**src/rtl/lza_norm_arb.sv**
```systemverilog
// Round-robin arbiter sharing one leading-zero anticipator among NREQ requesters, two-stage pipeline.
// Optional accept/zero statistics counters are enabled with `define LZA_NORM_ARB_STATS_EN.
module lza_norm_arb #(
    parameter int WIDTH     = 107,
    parameter int NREQ      = 4,
    parameter int MAX_SHIFT = 106
) (
    input  logic                   clk,
    input  logic                   rst_n,
    input  logic                   flush,
    input  logic [NREQ-1:0]        req_valid,
    output logic [NREQ-1:0]        req_ready,
    input  logic [NREQ*WIDTH-1:0]  req_op_a,
    input  logic [NREQ*WIDTH-1:0]  req_op_b,
    output logic [WIDTH-1:0]       lza_in_01,
    output logic [WIDTH-1:0]       lza_in_02,
    input  logic [6:0]             lza_zero_cnt,
    input  logic                   lza_invalid,
    output logic                   rsp_valid,
    input  logic                   rsp_ready,
    output logic [1:0]             rsp_id,
    output logic [6:0]             rsp_shift,
    output logic                   rsp_zero,
    output logic                   busy
`ifdef LZA_NORM_ARB_STATS_EN
    ,
    output logic [15:0]            stat_req,
    output logic [15:0]            stat_zero
`endif
);

    localparam int         IDW       = 2;
    localparam logic [6:0] SHIFT_CAP = 7'(MAX_SHIFT);

    logic             s1_valid_q, s1_valid_d;
    logic [WIDTH-1:0] s1_a_q, s1_a_d;
    logic [WIDTH-1:0] s1_b_q, s1_b_d;
    logic [IDW-1:0]   s1_id_q, s1_id_d;
    logic             s2_valid_q, s2_valid_d;
    logic [IDW-1:0]   s2_id_q, s2_id_d;
    logic [6:0]       s2_shift_q, s2_shift_d;
    logic             s2_zero_q, s2_zero_d;
    logic [IDW-1:0]   ptr_q, ptr_d;

    logic             gnt_found;
    logic [IDW-1:0]   gnt_id;
    logic [IDW-1:0]   scan_idx;
    logic             s2_can_load, s1_move, s1_can_load, accept;
    logic [6:0]       shift_sat;

`ifdef LZA_NORM_ARB_STATS_EN
    logic [15:0]      stat_req_q, stat_req_d;
    logic [15:0]      stat_zero_q, stat_zero_d;
`endif

    // Search upward from the pointer; the 2-bit index wraps modulo NREQ on its own.
    always_comb begin
        // NOTE: every combinational output gets a default first, so no path can infer a latch.
        gnt_found = 1'b0;
        gnt_id    = '0;
        scan_idx  = '0;
        for (int k = 0; k < NREQ; k++) begin
            scan_idx = ptr_q + IDW'(k);
            if (!gnt_found && req_valid[scan_idx]) begin
                gnt_found = 1'b1;
                gnt_id    = scan_idx;
            end
        end
    end

    always_comb begin
        s2_can_load = !s2_valid_q || rsp_ready;
        s1_move     = s1_valid_q && s2_can_load;
        s1_can_load = !s1_valid_q || s1_move;
        // rst_n gates the grant so req_ready reads zero throughout reset.
        accept      = gnt_found && s1_can_load && !flush && rst_n;

        req_ready = '0;
        if (accept) req_ready[gnt_id] = 1'b1;

        if (lza_invalid)                  shift_sat = 7'd0;
        else if (lza_zero_cnt > SHIFT_CAP) shift_sat = SHIFT_CAP;
        else                              shift_sat = lza_zero_cnt;
    end

    always_comb begin
        s1_valid_d = s1_valid_q;
        s1_a_d     = s1_a_q;
        s1_b_d     = s1_b_q;
        s1_id_d    = s1_id_q;
        s2_valid_d = s2_valid_q;
        s2_id_d    = s2_id_q;
        s2_shift_d = s2_shift_q;
        s2_zero_d  = s2_zero_q;
        ptr_d      = ptr_q;

        if (flush) begin
            s1_valid_d = 1'b0;
            s2_valid_d = 1'b0;
        end else begin
            if (s1_move) begin
                s2_valid_d = 1'b1;
                s2_id_d    = s1_id_q;
                s2_shift_d = shift_sat;
                s2_zero_d  = lza_invalid;
            end else if (rsp_ready) begin
                s2_valid_d = 1'b0;
            end

            if (accept) begin
                s1_valid_d = 1'b1;
                s1_a_d     = req_op_a[gnt_id*WIDTH +: WIDTH];
                s1_b_d     = req_op_b[gnt_id*WIDTH +: WIDTH];
                s1_id_d    = gnt_id;
                ptr_d      = gnt_id + IDW'(1);
            end else if (s1_move) begin
                s1_valid_d = 1'b0;
            end
        end
    end

`ifdef LZA_NORM_ARB_STATS_EN
    always_comb begin
        stat_req_d  = stat_req_q;
        stat_zero_d = stat_zero_q;
        if (flush) begin
            stat_req_d  = '0;
            stat_zero_d = '0;
        end else begin
            if (accept && stat_req_q != 16'hFFFF)
                stat_req_d = stat_req_q + 16'd1;
            if (s1_move && lza_invalid && stat_zero_q != 16'hFFFF)
                stat_zero_d = stat_zero_q + 16'd1;
        end
    end

    always_ff @(posedge clk or negedge rst_n) begin
        if (!rst_n) begin
            stat_req_q  <= '0;
            stat_zero_q <= '0;
        end else begin
            stat_req_q  <= stat_req_d;
            stat_zero_q <= stat_zero_d;
        end
    end

    assign stat_req  = stat_req_q;
    assign stat_zero = stat_zero_q;
`endif

    always_ff @(posedge clk or negedge rst_n) begin
        if (!rst_n) begin
            s1_valid_q <= 1'b0;
            // NOTE: the operand registers are reset as well so the anticipator inputs read zero after reset.
            s1_a_q     <= '0;
            s1_b_q     <= '0;
            s1_id_q    <= '0;
            s2_valid_q <= 1'b0;
            s2_id_q    <= '0;
            s2_shift_q <= '0;
            s2_zero_q  <= 1'b0;
            ptr_q      <= '0;
        end else begin
            // NOTE: non-blocking assignments for all state, so every flop samples pre-edge values.
            s1_valid_q <= s1_valid_d;
            s1_a_q     <= s1_a_d;
            s1_b_q     <= s1_b_d;
            s1_id_q    <= s1_id_d;
            s2_valid_q <= s2_valid_d;
            s2_id_q    <= s2_id_d;
            s2_shift_q <= s2_shift_d;
            s2_zero_q  <= s2_zero_d;
            ptr_q      <= ptr_d;
        end
    end

    assign lza_in_01 = s1_valid_q ? s1_a_q : '0;
    assign lza_in_02 = s1_valid_q ? s1_b_q : '0;
    assign rsp_valid = s2_valid_q;
    assign rsp_id    = s2_id_q;
    assign rsp_shift = s2_shift_q;
    assign rsp_zero  = s2_zero_q;
    assign busy      = s1_valid_q || s2_valid_q;

endmodule

```
**config.mk**
```make
export PLATFORM = sky130hd
export DESIGN_NAME = lza_norm_arb
export DESIGN_NICKNAME = d
export VERILOG_FILES = /design/src/rtl/lza_norm_arb.sv
export SDC_FILE = /design/constraint.sdc
export NUM_CORES = 1
export LEC_CHECK = 0
export ABC_CLOCK_PERIOD_IN_PS = 4100
export BUFFER_PORTS_ARGS = -buffer_cell sky130_fd_sc_hd__clkbuf_2
export CORE_AREA = 2 2 435 437
export CTS_CLUSTER_SIZE = 8
export DETAILED_ROUTE_END_ITERATION = 16
export DIE_AREA = 0 0 437 439
export PLACE_DENSITY = 0.3
export SYNTH_ARGS = -nofsm -noshare
export SYNTH_HDL_FRONTEND = slang
export SYNTH_SLANG_ARGS = --single-unit
export TNS_END_PERCENT = 10
```
**constraint.sdc**
```tcl
create_clock -name clk -period 4.1 [get_ports clk]
set_input_delay 0.82 -clock clk [delete_from_list [all_inputs] [get_ports clk]]
set_output_delay 0.82 -clock clk [all_outputs]
set_load 0.02 [all_outputs]
```
Word-level counts from Yosys, hierarchy flattened
Index checks and enable logic that the tools add are counted.

Reductions and logical operators: 21. Order comparisons: 7. Shift operators: 2. Bitwise gates (word level): 1. Multipliers: 1. Mux-type cells: 29. $add $sub $neg: 4.

Operators by type and width (number): $shiftx A428 B10 Y107 (2); $mux W107 (2); $lt A2 B3 Y1 const B (5); $mux W1 (15); $mux W7 (2); $mul A2 B7 Y9 const B (1); $bmux W1 S2 (4); $logic_and A1 B1 Y1 (8); $mux W2 (4); $gt A7 B7 Y1 const B (1); $logic_not A1 Y1 (6); $reduce_bool A3 Y1 (2); $add A2 B1 Y2 const B (2); $add A2 B2 Y2 const B (2); $mux W4 (1); $reduce_and A2 Y1 (2); $logic_or A1 B1 Y1 (3); $demux W1 S2 (1); $ge A2 B1 Y1 const B (1); $not A1 Y1 (1).

Input bits: 872. Output and inout bits: 230. Word-level logic and storage cells: 74. Register bits after elaboration: 230.

Longest topological paths before layout
Depth in word-level cells: 17. Mapped depth: 9. Gate-level depth less buffers: 6.

Worst setup path after synthesis
OpenSTA, ideal clock, no wires.

Path kind: input-to-output. From: input req_valid[0]. To: output req_ready[1]. Cell stages on the path: 9. Required time: 3.280 ns. Path slack: 1.194 ns. Buffers on the path: 3. Arrival time: 2.086 ns. Cells stage by stage: a21oi_1 > o21a_1 > o22a_1 > buf_4 > buf_6 > buf_4 > inv_1 > ha_1 > and2_1.

Word-level cells in the longest chain between the ends: 17. Elaborated cells on any way between the ends: 31. Those cells by class: order compare: 2; mux: 19; reduce/logical: 10.

RTL lines: from (decl) (line 11) `input logic [NREQ-1:0] req_valid,`; $bmux W1 S2 (line 64) `if (!gnt_found && req_valid[scan_idx]) begin`; $mux W1 (not written as such) (line 64); $mux W1 (line 64); $logic_not A1 Y1 (line 64); $logic_and A1 B1 Y1 (line 64); $mux W1 (line 64); $logic_not A1 Y1 (line 64); $logic_and A1 B1 Y1 (line 64); (+2 left out); $logic_and A1 B1 Y1 (line 64); $mux W2 (*) (line 64); via gnt_id[1] (line 46) `logic [IDW-1:0] gnt_id;`; $lt A2 B3 Y1 (not written as such) / $ge A2 B1 Y1 (equally long branches) (line 79) `if (accept) req_ready[gnt_id] = 1'b1;`; $logic_and A1 B1 Y1 (not written as such) (line 79); $mux W1 (not written as such) (line 79); $demux W1 S2 (*) (line 79); $mux W4 (*) (line 79); to (decl) (line 12) `output logic [NREQ-1:0] req_ready,`.

Mark *: on every way through the listed nets, which the timed path passes. The rest lies on a longest branch. The select of a mux whose other input is x is not followed.

Worst setup path after layout
From: input req_valid[2]. To: output req_ready[2].

Word-level cells in the longest chain between the ends: 17. Elaborated cells on any way between the ends: 31. Those cells by class: order compare: 2; mux: 19; reduce/logical: 10.

RTL lines (line): $bmux W1 S2 (64); $mux W1 (not written as such) (64); $mux W1 (64); $logic_not A1 Y1 (64); $logic_and A1 B1 Y1 (64); $mux W1 (64); $logic_not A1 Y1 (64); $logic_and A1 B1 Y1 (64); $mux W1 (64); $logic_not A1 Y1 (64); $logic_and A1 B1 Y1 (64); $mux W2 (64); $lt A2 B3 Y1 (not written as such) / $ge A2 B1 Y1 (equally long branches) (79); $logic_and A1 B1 Y1 (not written as such) (79); $mux W1 (not written as such) (79); $demux W1 S2 (79); $mux W4 (*) (79).

Mark *: on every way between the ends. The rest lies on a longest branch, timed or not. The select of a mux whose other input is x is not followed.

==> impl_metrics.toml <==
[cts]
cts_tree = "built"
ctsHoldBuffers = 0
ctsHtreeMaxLevel = 2
clk-insertion-delay-late_ps = 610
clkSinkCount = 230
post_cts_buffers = 0
cts_buffer_depth = 3
clock-root-buffer = "clkbuf_16"
cts.clk_slew.worst_paths_ps = 60
ctsResizeCount = 0
cts_made_buffers = 38

[synthesis]
synth_top_area_share_pct = 37.6
synth-simple-area-share_pct = 15.9
synthMuxAreaShare_pct = 28.1
synth_nets = 2398
yosys.area.top_type = "dfrtp_1"
async_flop_share_pct = 100
ys_types = 31
synthTopCellsByArea = "dfrtp_1 (38%), mux2i_1 (28%), o221ai_1 (12%), and2_1 (9.0%), nand2_1 (6.0%)"
synth-compound-area-share_pct = 12.8
netlist_instances = 1522
yosysWarnings = 0
synth_top_flop_cell = "dfrtp_1"
synth_xor_area_share_pct = 0
ys_seq_area_share_pct = 37.6
synth-edff-count = 0
synth_top_family_by_area = "multiplexers"
syn_area_mm2 = 0.0153
synth.ff_latch_count = 230
synthAdderAreaFrac_pct = 0.327
avgSynthCellArea_um2 = 10.0

[critical_path]
required_ps = 3280
critPathLaunchType = "input port"
cp_max_fo = 7
path_class = "input port to output port"
critPathArrivalTime_ps = 2530
crit_path_end_kind = "output port"

[routing]
vias = 16900
vias_per_cell = 3.30
first_pass_iters = 7
postRouteAntennaNets = 0
wl_per_cell_um = 23.4
drc = 0
wl_um = 120000
drt_iter0_drc = 790

[timing]
min_period_ps = 3350
fin_skew_ps = 33.1
fin_setup_tns_ps = 0
rsz0062_at_grt = "false"
setup_ws_ps = 752
max_slew_margin_pct = 43.9
hold_viol_final = 0
worst_slew_pin_slew_ps = 841
fmax_mhz = 299
whs_ps = 248
setup_viol = 0
period_share_pct = 81.7
slew_violations = 0

[final_layout]
mostFrequentLayoutCells = "clkbuf_2 (1,100), mux2i_1 (429), nand2_1 (244)"
nFillCells = 21600
multi_input_area_mm2 = 0.00877
nets = 3472
fin_area_mm2 = 0.0252
finalNonFillerCells = 5117
drive_gt1_share_pct = 47.3
ff_latch_area_mm2 = 0.00576
syn_to_final_growth_pct = 64.5
final_util_pct = 13.4
final_common_cell = "clkbuf_2"

[die]
start_util_pct = 8.18
core_area_mm2 = 0.187
dieHeight_um = 439
die_w_um = 437
dieArea_mm2 = 0.192
rows = 159
ios = 1102

[global_route]
antenna_found_initial = 60
track_usage_pct = 11.9
grt_max_degree = 106
grt.overflow.total = 0
grt_pass1_vias = 17400
grt_pass1_wl_um = 156000

[pwr]
powerDensity_mw_per_mm2 = 436
swShare_pct = 39.0
p_leak_nw = 12.5
p_int_mw = 6.70
total_power_mw = 11.0
power.switching_mw = 4.27
combinationalPowerShare_pct = 39.5
p_clk_share_pct = 29.2
vdd_drop_max_mv = 0.191
p_seq_share_pct = 31.4

[place]
placedCellCount = 5051
dpl_cell_area_mm2 = 0.0240
pre_cts_ws_ps = 479
gp_congestion = 0.879
io_buffers = 1101
hpwl_um = 101000

[flow_run]
drv_cap = 0

[outcome]
status = "complete, no violations"

[hold_path]
hp-class = "input port to async pin"
-- kinds of logic (layout without fill, tap and decap cells) --
family / count (synthesis) / in the layout
adder cells (fa/ha/maj): 4 / 4
flip-flops: 230 / 230
AO/OA/AOI/OAI: 228 / 228
AND/OR/NAND/NOR: 484 / 484
buffers and inverters: 147 / 1242
multiplexers: 429 / 429
other: 0 / 5
-- per-layer routing --
metal | part of all wire [%] | wire [µm] | global-route usage [%]
met2 | 50 | 60100 | 20.8
met5 | 0.30 | 359 | 0
met4 | 1.7 | 1980 | 2.31
met3 | 6.7 | 8010 | 3.40
met1 | 41 | 49200 | 14.4
-- critical path: stages --
cell,delay [ps]
clkbuf_2,110
nor4_1,580
buf_4,220
a21oi_1,40
and3b_1,370
and2_1,240
clkbuf_2,150
-- layout make-up --
class,count,share of cell area (%)
inverter,3,0.0448
clock inverter,7,0.313
timing repair buffer,1178,25.2
sequential,230,22.9
tap,2495,12.4
clock buffer,54,4.22
antenna,5,0.0497
multi-input combinational,1145,34.9
-- final timing paths --
check                                        from                     end  slack (ps)  cells after the start
setup / recovery                     req_valid[2]            req_ready[2]         750                      7
hold / removal                              rst_n  s1_a_q[16]$_DFFE_PN0P_         250                      2
setup reg to reg            rsp_valid$_DFFE_PN0P_  s1_b_q[45]$_DFFE_PN0P_        1490                      6
hold reg to reg            s1_id_q[0]$_DFFE_PN0P_   rsp_id[0]$_DFFE_PN0P_         460                      2
max in group asynchronous                   rst_n  s1_b_q[47]$_DFFE_PN0P_        2400                      3
min in group clk           s1_id_q[0]$_DFFE_PN0P_   rsp_id[0]$_DFFE_PN0P_         460                      2
-- registers in the layout, indices dropped and copies added (netlist names) --
name        count
s1_valid_q      1
ptr_q           2
rsp_shift       7
rsp_id          2
s1_id_q         2
rsp_zero        1
s1_a_q        107
s1_b_q        107
rsp_valid       1
-- power groups by stage --
stage,Combinational (mW),Clock [mW],Sequential (mW)
finish,4.33,3.20,3.44
global route,4.71,3.44,3.53
CTS,4.44,3.37,3.44
detailed placement,4.43,0,3.46
global placement,4.42,0,3.47
floorplan,2.66,0,3.29
-- Yosys cell counts, types with 2 or more instances --
master    count
buf_4        10
and2_1      219
inv_1         2
or2_2         2
buf_2        53
nor3b_1       2
nand2_1     244
clkbuf_1     61
nor2_1        5
buf_6        19
o31ai_1       2
o221ai_1    214
dfrtp_1     230
mux2i_1     429
o21ai_0       3
nand2_2       2
a21oi_1       5
nand3b_1      4
ha_1          4
(Power assumes the default switching activity.)
